$ cat src/rtl/regfile_write_demux.sv
// Write side of the MiniMIPS 8x32 register file: address decode, write-data demux,
// per-register storage with parallel outputs, plus registered write strobe/ack/count.
module regfile_write_demux #(
    parameter int WIDTH    = 32,
    parameter int ZERO_REG = 1
) (
    input  logic             clk,
    input  logic             reset_n,
    input  logic             we,
    input  logic             stall,
    input  logic [2:0]       waddr,
    input  logic [WIDTH-1:0] wdata,
    output logic [WIDTH-1:0] D0,
    output logic [WIDTH-1:0] D1,
    output logic [WIDTH-1:0] D2,
    output logic [WIDTH-1:0] D3,
    output logic [WIDTH-1:0] D4,
    output logic [WIDTH-1:0] D5,
    output logic [WIDTH-1:0] D6,
    output logic [WIDTH-1:0] D7,
    output logic [7:0]       wr_strobe,
    output logic             wr_ack,
    output logic [15:0]      wr_count
);

    localparam bit ZERO_EN = (ZERO_REG != 0);

    logic [7:0]            sel;
    logic                  accept;
    logic [7:0][WIDTH-1:0] regs;

    // NOTE: every signal written in always_comb gets a default first, otherwise a latch is inferred.
    always_comb begin
        sel        = '0;
        sel[waddr] = 1'b1;
    end

    // A write with we=0 never qualifies, so an X on waddr/wdata cannot leak into state.
    assign accept = we & ~stall & ~(ZERO_EN & (waddr == 3'd0));

    for (genvar k = 0; k < 8; k++) begin : g_reg
        if (k == 0 && ZERO_EN) begin : g_zero
            assign regs[k] = '0;
        end else begin : g_flop
            logic [WIDTH-1:0] q;

            // NOTE: sequential state uses non-blocking assignments so every flop samples pre-edge values.
            // NOTE: the register file is small enough to live in flops, so each entry gets the async reset.
            always_ff @(posedge clk or negedge reset_n) begin
                if (!reset_n) begin
                    q <= '0;
                end else if (accept && sel[k]) begin
                    q <= wdata;
                end
            end

            assign regs[k] = q;
        end
    end

    always_ff @(posedge clk or negedge reset_n) begin
        if (!reset_n) begin
            wr_strobe <= '0;
            wr_ack    <= 1'b0;
            wr_count  <= '0;
        end else begin
            wr_strobe <= accept ? sel : 8'h00;
            wr_ack    <= accept;
            if (accept) begin
                wr_count <= wr_count + 16'd1;
            end
        end
    end

    assign D0 = regs[0];
    assign D1 = regs[1];
    assign D2 = regs[2];
    assign D3 = regs[3];
    assign D4 = regs[4];
    assign D5 = regs[5];
    assign D6 = regs[6];
    assign D7 = regs[7];

endmodule

$ cat config.mk
export PLATFORM = sky130hd
export DESIGN_NAME = regfile_write_demux
export DESIGN_NICKNAME = d
export VERILOG_FILES = /design/src/rtl/regfile_write_demux.sv
export SDC_FILE = /design/constraint.sdc
export NUM_CORES = 1
export LEC_CHECK = 0
export ABC_CLOCK_PERIOD_IN_PS = 3350
export CAP_MARGIN = 40
export CORE_MARGIN = 2
export CORE_UTILIZATION = 50
export DETAILED_ROUTE_END_ITERATION = 8
export GPL_TIMING_DRIVEN = 0
export PLACE_DENSITY = 0.86
export REMOVE_ABC_BUFFERS = 1
export SLEW_MARGIN = 20
export SYNTH_ARGS = -nofsm -noshare
export SYNTH_HDL_FRONTEND = slang
export SYNTH_SLANG_ARGS = --single-unit
$ cat constraint.sdc
create_clock -name clk -period 3.35 [get_ports clk]
set_input_delay 0.335 -clock clk [delete_from_list [all_inputs] [get_ports clk]]
set_output_delay 0.335 -clock clk [all_outputs]
set_load 0.03 [all_outputs]
---- Word-level counts from Yosys, hierarchy flattened ----
Index checks and enable logic that the tools add are counted.
storage, ports and cells
  register bits ........................... 249
  output and inout port bits .............. 281
  word-level logic and storage cells ...... 29
  input bits .............................. 39
cells by class
  multiplexer cells ....................... 3
  bitwise logic cells ..................... 4
  add/subtract/negate cells ............... 1
  $lt $le $gt $ge ......................... 2
  reduce and logical (&&, ||, !) cells .... 9
operator list
  cell                                                                   number
  16-bit by 1-bit adder with 16-bit output, second input constant        1
  1-bit logical AND                                                      8
  8-bit 2-to-1 mux                                                       1
  3-bit by 4-bit < comparator with 1-bit output, second input constant   1
  1-bit demux with 3-bit select                                          1
  3-bit by 1-bit >= comparator with 1-bit output, second input constant  1
  3-bit zero test                                                        1
  1-bit bitwise AND                                                      2
  1-bit inverter                                                         2
  1-bit 2-to-1 mux                                                       1

---- Depth between registers and ports, before layout ----
Gate-level depths: netlist of the first run.
  depth in word-level cells ............... 5
  mapped depth ............................ 5
  mapped depth without buffers ............ 5

---- Worst setup path before layout of the first run ----
Ideal clock, no wire load.
  kind .................................... reg-to-reg
  start point ............................. reg wr_count[0]
  end point ............................... reg wr_count[12]
  data arrival time ....................... 1.517 ns
  library setup time ...................... 0.134 ns
  cell stages (with the launch flop) ...... 6
  path buffers ............................ 0
  path slack .............................. 1.700 ns
  required time ........................... 3.216 ns
  period minus slack after synthesis ...... 1.650 ns
  cell sequence ........................... dfrtp_1 -> ha_1 -> nand4_1 -> nor4_1 -> nand3_1 -> xnor2_1
between the ends
  longest elaborated chain between the ends .. 1
RTL lines
  what                                      RTL line  text
  start: declaration                        23        output logic [15:0] wr_count
  start signal: assignment                  70        wr_count <= wr_count + 16'd1;
  16-bit by 1-bit adder with 16-bit output  70
No other way between the ends.
A chain may end at the register's enable or synchronous reset.

---- Worst setup path in the final report of the first run ----
  start point ............................. in waddr[1]
  end point ............................... reg g_reg[3].g_flop.q[10] (netlist: D3[10])
between the ends
  longest elaborated chain between the ends .. 5
  elaborated cells between the ends (all ways) .. 9
  classes of those cells .................. order compare (2); mux (2); bitwise (2); reduce/logical (3)
RTL lines
  what                                                                                                                                          RTL line  text
  start: declaration                                                                                                                            11        input logic [2:0] waddr,
  3-bit by 4-bit < comparator with 1-bit output (implied by the code) / 3-bit by 1-bit >= comparator with 1-bit output (equally long branches)  35        sel[waddr] = 1'b1;
  1-bit logical AND (implied by the code)                                                                                                       35
  1-bit 2-to-1 mux (implied by the code)                                                                                                        35
  1-bit demux with 3-bit select                                                                                                                 35
  1-bit logical AND *                                                                                                                           52        end else if (accept && sel[k]) begin
  end signal: assignment                                                                                                                        53        q <= wdata;
  end: declaration                                                                                                                              45        logic [WIDTH-1:0] q;
Mark *: on every way between the ends. The rest lies on a longest branch, timed or not.

==> metrics.md, run 1 <==
| Metric | Value |
|---|---|
| Drt first pass iters | `4` |
| Pin count of the biggest net entering global routing | `95` |
| Max_slew headroom | `50.65%` |
| Sequential share of power | `37.0%` |
| Tmin final | `2.185 ns` |
| ANT nets after route | `0` |
| Placed cells | `1127` |
| Worst path required time | `3.74 ns` |
| Total track usage | `22.37%` |
| R2r startpoint | `wr_count[0]$_DFFE_PN0P_` |
| Clk slew on worst S/H paths | `0.06 ns` |
| Post-route DRC | `0` |
| CP max FO | `17` |
| # port buffers | `287` |
| Die area | `20660 sq um` |
| DR vias | `5867` |
| Mean Syn Cell Area | `16.55 sq um` |
| FF-to-FF setup slack | `1.67 ns` |
| Final Util | `71.60%` |
| Worst Setup Start Kind | `input pin` |
| Post-DP HPWL | `15610 microns` |
| Terminus of the critical flop-to-flop path | `wr_count[12]$_DFFE_PN0P_` |
| Clock share of power | `28.3%` |
| Die height | `143.7 microns` |
| Synth warn | `0` |
| Area grow syn2layout | `41.77%` |
| Crit. End Element | `flip-flop` |
| Vias per inst | `4.993` |
| Final Cycle Share | `65.23%` |
| Int Power | `7.319 mW` |
| Sequential-to-total area share from yosys stat | `63.81%` |
| Combinational Power Share | `34.7%` |
| Vias in the first global route | `6172` |
| Slowest cell on crit path | `nor2_4` |
| Drt total wl | `23620 microns` |
| Final #Nets | `931` |
| #FFs+latches synth | `249` |
| Synth Instances | `590` |
| Outcome | `complete, no violations` |
| Layout cells sized above 1 | `31.43%` |
| Psw | `3.674 mW` |
| DR WL/cell | `20.11 microns` |
| R2R depth | `5` |
| Clock tree buffer depth | `3` |
| Crit path largest cell delay | `0.68 ns` |
| Filler-free cell count of the finished design | `1175` |
| Netlist cell types | `24` |
| Worst min path class | `in2async` |
| First-pass GRT wire length | `35860 microns` |
| Max-cap violations | `0` |
| Cell area after synthesis | `9764 sq um` |
| Peak VDD IR | `0.0005485 V` |
| Fmax | `457.6 MHz` |
| Root Buffer | `clkbuf_16` |
| Final hold violations | `0` |
| Gpl congestion | `0.7916` |
| CTS buffer count | `26` |
| CTS Sinks | `249` |
| Core box area | `19330 sq um` |
| ANT cells | `0` |
| Crit path cell chain | `clkdlybuf4s50_1, nand3b_1, nor2_4, buf_16, mux2_2` |
| CTS tree | `yes` |
| Fillers | `1234` |
| RSZ-0062 raised after global routing | `false` |
| Slew Limit Fails | `0` |
| Latest clock arrival within the worst-skew pair | `0.52 ns` |
| Lkg Pwr | `6.221 nW` |
| Setup TNS | `0 ns` |
| Worst Tran Pin Value | `0.7402 ns` |
| Clock Skew | `0.003820 ns` |
| Htree depth | `1` |
| Num ports | `320` |
| Row Count | `51` |
| Hold Slack | `0.4101 ns` |
| Starting Density | `50.50%` |
| Final setup viols | `0` |
| Crit path DAT | `2.58 ns` |
| Drt initial violations | `216` |
| Total power | `10.99 mW` |
| Die span in x | `143.7 microns` |
| Grt ovf | `0` |
| Worst setup path category | `in2reg` |
| Sw frac | `33.42%` |
| Initial antenna violation count | `0` |
| Power density cells | `794.1 nW/um^2` |
-- power by group through the flow --
stage / clock network [mW] / logic, mW / registers (mW)
3_5_place_dp: 0 / 3.82 / 4.10
5_1_grt: 3.30 / 3.98 / 4.14
6_report: 3.11 / 3.82 / 4.06
3_3_place_gp: 0 / 3.75 / 4.06
4_1_cts: 3.17 / 3.85 / 4.06
2_1_floorplan: 0 / 0.744 / 5.41
-- timing repair --
item	4_1_cts	5_1_grt
endpoints found under the hold margin	78	0
hold buffers	1	0
buffers inserted	0	0
resized for setup	0	0
-- critical path, delay by kind of cell --
kind	cells	cell delay (ns)
AND/OR/NAND/NOR	2	1.01
buffers and inverters	2	0.86
multiplexers	1	0.36
-- area by class of cell --
class / count / area, sq um / area share, %
inverter: 3 / 11.26 / 0.08134
multi-input combinational: 314 / 3253 / 23.50
clock inverter: 14 / 212.7 / 1.537
sequential: 249 / 6231 / 45.01
tap: 265 / 331.6 / 2.395
clock buffer: 33 / 728.2 / 5.260
timing repair buffer: 297 / 3075 / 22.22
-- kinds of logic after synthesis --
| kind of cell | after synthesis | share of synthesized area (%) |
|---|---|---|
| simple gates | 40 | 2.255 |
| fa+ha+maj | 1 | 0.1281 |
| buf+inv | 59 | 4.510 |
| flops | 249 | 63.81 |
| mux | 225 | 27.91 |
| xor+xnor | 15 | 1.346 |
| other cells | 1 | 0.03840 |
-- sequential cells by signal (all words and copies together), names as in the netlist --
signal,cells
wr_ack,1
D4,32
D7,32
D2,32
D3,32
wr_count,16
D1,32
wr_strobe,8
D6,32
D5,32
-- stage by stage --
| step | area, sq um | worst slack (ns) |
|---|---|---|
| final | 13840 | 1.165 |
| after global placement | 12660 | -8.386 |
| after global routing | 13840 | 1.080 |
| after CTS | 13840 | 1.190 |
| after detailed placement | 12890 | 0.6534 |
| after floorplan | 9455 | 0.8724 |
-- worst max-delay path by stage --
stage	startpoint	end	slack, ns	cells past startpoint
3_3_place_gp	reset_n	D1[15]$_DFFE_PN0P_	-8.39	1
2_1_floorplan	stall	D3[0]$_DFFE_PN0P_	0.87	3
6_report	waddr[1]	D3[10]$_DFFE_PN0P_	1.16	5
3_5_place_dp	waddr[1]	D3[31]$_DFFE_PN0P_	0.65	5
5_1_grt	waddr[1]	D3[24]$_DFFE_PN0P_	1.08	5
4_1_cts	waddr[1]	D3[10]$_DFFE_PN0P_	1.19	5
-- layer usage --
metal,vias to the layer above,GRT usage [%],wire (microns)
met3,36,5.032,1496
met4,0,5.728,491
met2,218,38.40,11870
met1,3021,28.88,9768
met5,-,0,0
li1,2592,-,-
-- cell usage after synthesis (all sizes together) --
library cell  count  share of area [%]
and3              3               0.19
and4              1              0.090
buf              56                4.4
conb              1              0.038
dfrtp           249                 64
ha                1               0.13
inv               3               0.12
mux2            225                 28
nand2             6               0.23
nand2b            3               0.19
nand3             5               0.26
nand3b            2               0.15
nand4             3               0.19
nor2              6               0.23
nor3              5               0.31
nor4              2               0.13
nor4b             1              0.090
or3               3               0.19
xnor2             8               0.72
xor2              7               0.63
-- placed cells by master, fill, tap and decap left out, types with 4 or more instances in the layout --
cell,n
dfrtp_1,249
nand3_1,5
xnor2_1,8
conb_1,33
bufinv_16,5
clkbuf_16,27
mux2_2,174
xor2_1,7
clkinv_2,6
nor3_1,4
clkdlybuf4s50_1,286
buf_16,4
mux2_4,51
nand2_1,6
Power figures use the tool's default switching activity.
==> run 2, diff against run 1 <==
ABC_CLOCK_PERIOD_IN_PS = 2200   (was 3350)
CORE_UTILIZATION = 46   (was 50)
PLACE_DENSITY = 0.8   (was 0.86)
clock period = 2.2 ns   (was 3.35 ns; I/O delays follow)
==> run 2 against run 1 <==
Against the previous run:
- global-route usage shrank 2.3 points
- design area is essentially flat
- utilization shrank 5.5 points
- sequential share of layout area is essentially flat
- die area grew 8.5%
- critical path type unchanged
- flip-flop and latch count is the same
- register-to-register slack lost 1.2 ns
- critical path depth is the same
- sequential power grew 52%
- count of clock-buffer cells in the layout grew 2
==> metrics.md, run 2 (same netlist as run 1, synthesis figures left out) <==
| Metric | Value |
|---|---|
| Outcome | `complete, no violations` |
| Latest clock arrival within the worst-skew pair | `0.51 ns` |
| Terminus of the critical flop-to-flop path | `wr_count[12]$_DFFE_PN0P_` |
| Final Cycle Share | `93.75%` |
| Htree depth | `1` |
| CP max FO | `18` |
| Initial antenna violation count | `0` |
| Power density cells | `1194 nW/um^2` |
| Post-placement cell area | `12940 sq um` |
| Max_slew headroom | `50.61%` |
| R2R depth | `5` |
| Die area | `22410 sq um` |
| # port buffers | `287` |
| Post-CTS Setup Bufs | `0` |
| DR vias | `5870` |
| Fmax | `484.8 MHz` |
| Final Util | `66.09%` |
| Lkg Pwr | `6.209 nW` |
| Gpl congestion | `0.7972` |
| Total power | `16.54 mW` |
| Final setup viols | `0` |
| Clock Skew | `0.002181 ns` |
| Most common cell after layout, fill and taps aside | `clkdlybuf4s50_1` |
| Slew Limit Fails | `0` |
| ANT cells | `0` |
| Max-cap violations | `0` |
| Drt total wl | `23310 microns` |
| Peak VDD IR | `0.0007211 V` |
| Commonest cells after routing, fill and taps aside | `286 x clkdlybuf4s50_1, 249 x dfrtp_1, 174 x mux2_2, 51 x mux2_4, 33 x conb_1` |
| Grt ovf | `0` |
| Core box area | `20960 sq um` |
| Row Count | `53` |
| Drt initial violations | `125` |
| Post-route cell area | `13850 sq um` |
| Final #Nets | `932` |
| Worst min path class | `in2async` |
| Die span in x | `149.7 microns` |
| Clk slew on worst S/H paths | `0.06 ns` |
| R2r startpoint | `wr_count[0]$_DFFE_PN0P_` |
| Root Buffer | `clkbuf_16` |
| FF-to-FF setup slack | `0.44 ns` |
| Die height | `149.7 microns` |
| Worst Tran Pin Value | `0.7352 ns` |
| Worst path required time | `2.59 ns` |
| Crit. End Element | `flip-flop` |
| Starting Density | `46.60%` |
| CTS buffer count | `26` |
| Worst Setup Start Kind | `input pin` |
| DR WL/cell | `19.63 microns` |
| Post-DP HPWL | `16120 microns` |
| Fillers | `1543` |
| RSZ-0062 raised after global routing | `false` |
| Hold Slack | `0.3097 ns` |
| Clock tree buffer depth | `3` |
| Tmin final | `2.063 ns` |
| CTS tree | `yes` |
| Worst setup path category | `in2reg` |
| Drt first pass iters | `4` |
| Post-route DRC | `0` |
| Area grow syn2layout | `41.84%` |
| ANT nets after route | `0` |
| Pin count of the biggest net entering global routing | `87` |
| Total track usage | `20.06%` |
| Crit path DAT | `2.45 ns` |
| Num ports | `320` |
| Vias per inst | `4.945` |
| Layout cells sized above 1 | `31.25%` |
| CTS Sinks | `249` |
| Vias in the first global route | `6022` |
| First-pass GRT wire length | `34790 microns` |
| Worst Setup SP | `waddr[1]` |
| Final hold violations | `0` |
==> run 2: cell types whose count changed in the layout (fill, tap and decap cells not counted) <==
cell,previous run,this run
or3_2,1,2
clkinv_4,0,1
or3_4,2,1
clkinv_8,1,0
clkbuf_1,3,6
buf_16,4,5
clkbuf_8,3,2
clkinvlp_4,1,3
bufinv_16,5,4
buf_6,2,1
inv_6,1,0
clkinv_2,6,5
buf_12,2,3
==> run 2: final cells by class <==
class                           count  area (sq um)  share of cell area, %
Clock buffer                       35         725.7                  5.240
Clock inverter                     13         176.4                  1.274
Inverter                            3         11.26                0.08131
Multi-Input combinational cell    314          3249                  23.46
Sequential cell                   249          6231                  44.99
Tap cell                          275         344.1                  2.484
Timing Repair Buffer              298          3112                  22.47
==> run 2: routing by layer <==
metal  vias up  GRT usage, %  share of wire (%)
met2       213         33.92                 49
li1       2607             -                  -
met5         -             0                  0
met4         0         5.094                2.0
met1      3012         25.64                 41
met3        38         5.610                7.7
==> run 2: where the power goes <==
group,total (mW),internal [mW],switching (mW)
sequential,6.18,5.59,0.590
clock,4.55,2.79,1.76
combinational,5.80,2.62,3.18
total,16.5,11.0,5.54
==> run 2: timing repair <==
action | in CTS | in global routing
hold buffers | 1 | 0
resized for setup | 0 | 0
endpoints found under the hold margin | 78 | 0
==> run 2: how the worst max path moves through the flow <==
stage	to	slack, ns
global placement	wr_count[10]$_DFFE_PN0P_	-9.60
finish	D3[30]$_DFFE_PN0P_	0.14
global route	D3[30]$_DFFE_PN0P_	0.09
floorplan	D3[0]$_DFFE_PN0P_	-0.16
detailed placement	D3[30]$_DFFE_PN0P_	-0.38
CTS	D3[30]$_DFFE_PN0P_	0.14
==> run 2: critical path, cell delays in order <==
cell and delay (ns):
clkdlybuf4s50_1 0.61, nand3b_1 0.33, nor2_4 0.67, buf_16 0.25
mux2_2 0.36
==> run 2: metrics by stage <==
stage | worst slack, ns | setup TNS (ns) | std cells
finish | 0.1374 | 0 | 1187
global route | 0.09492 | 0 | 1187
CTS | 0.1441 | 0 | 1187
detailed placement | -0.3812 | -37.93 | 1138
global placement | -9.598 | -2731.72 | 1128
floorplan | -0.1626 | -18.10 | 566
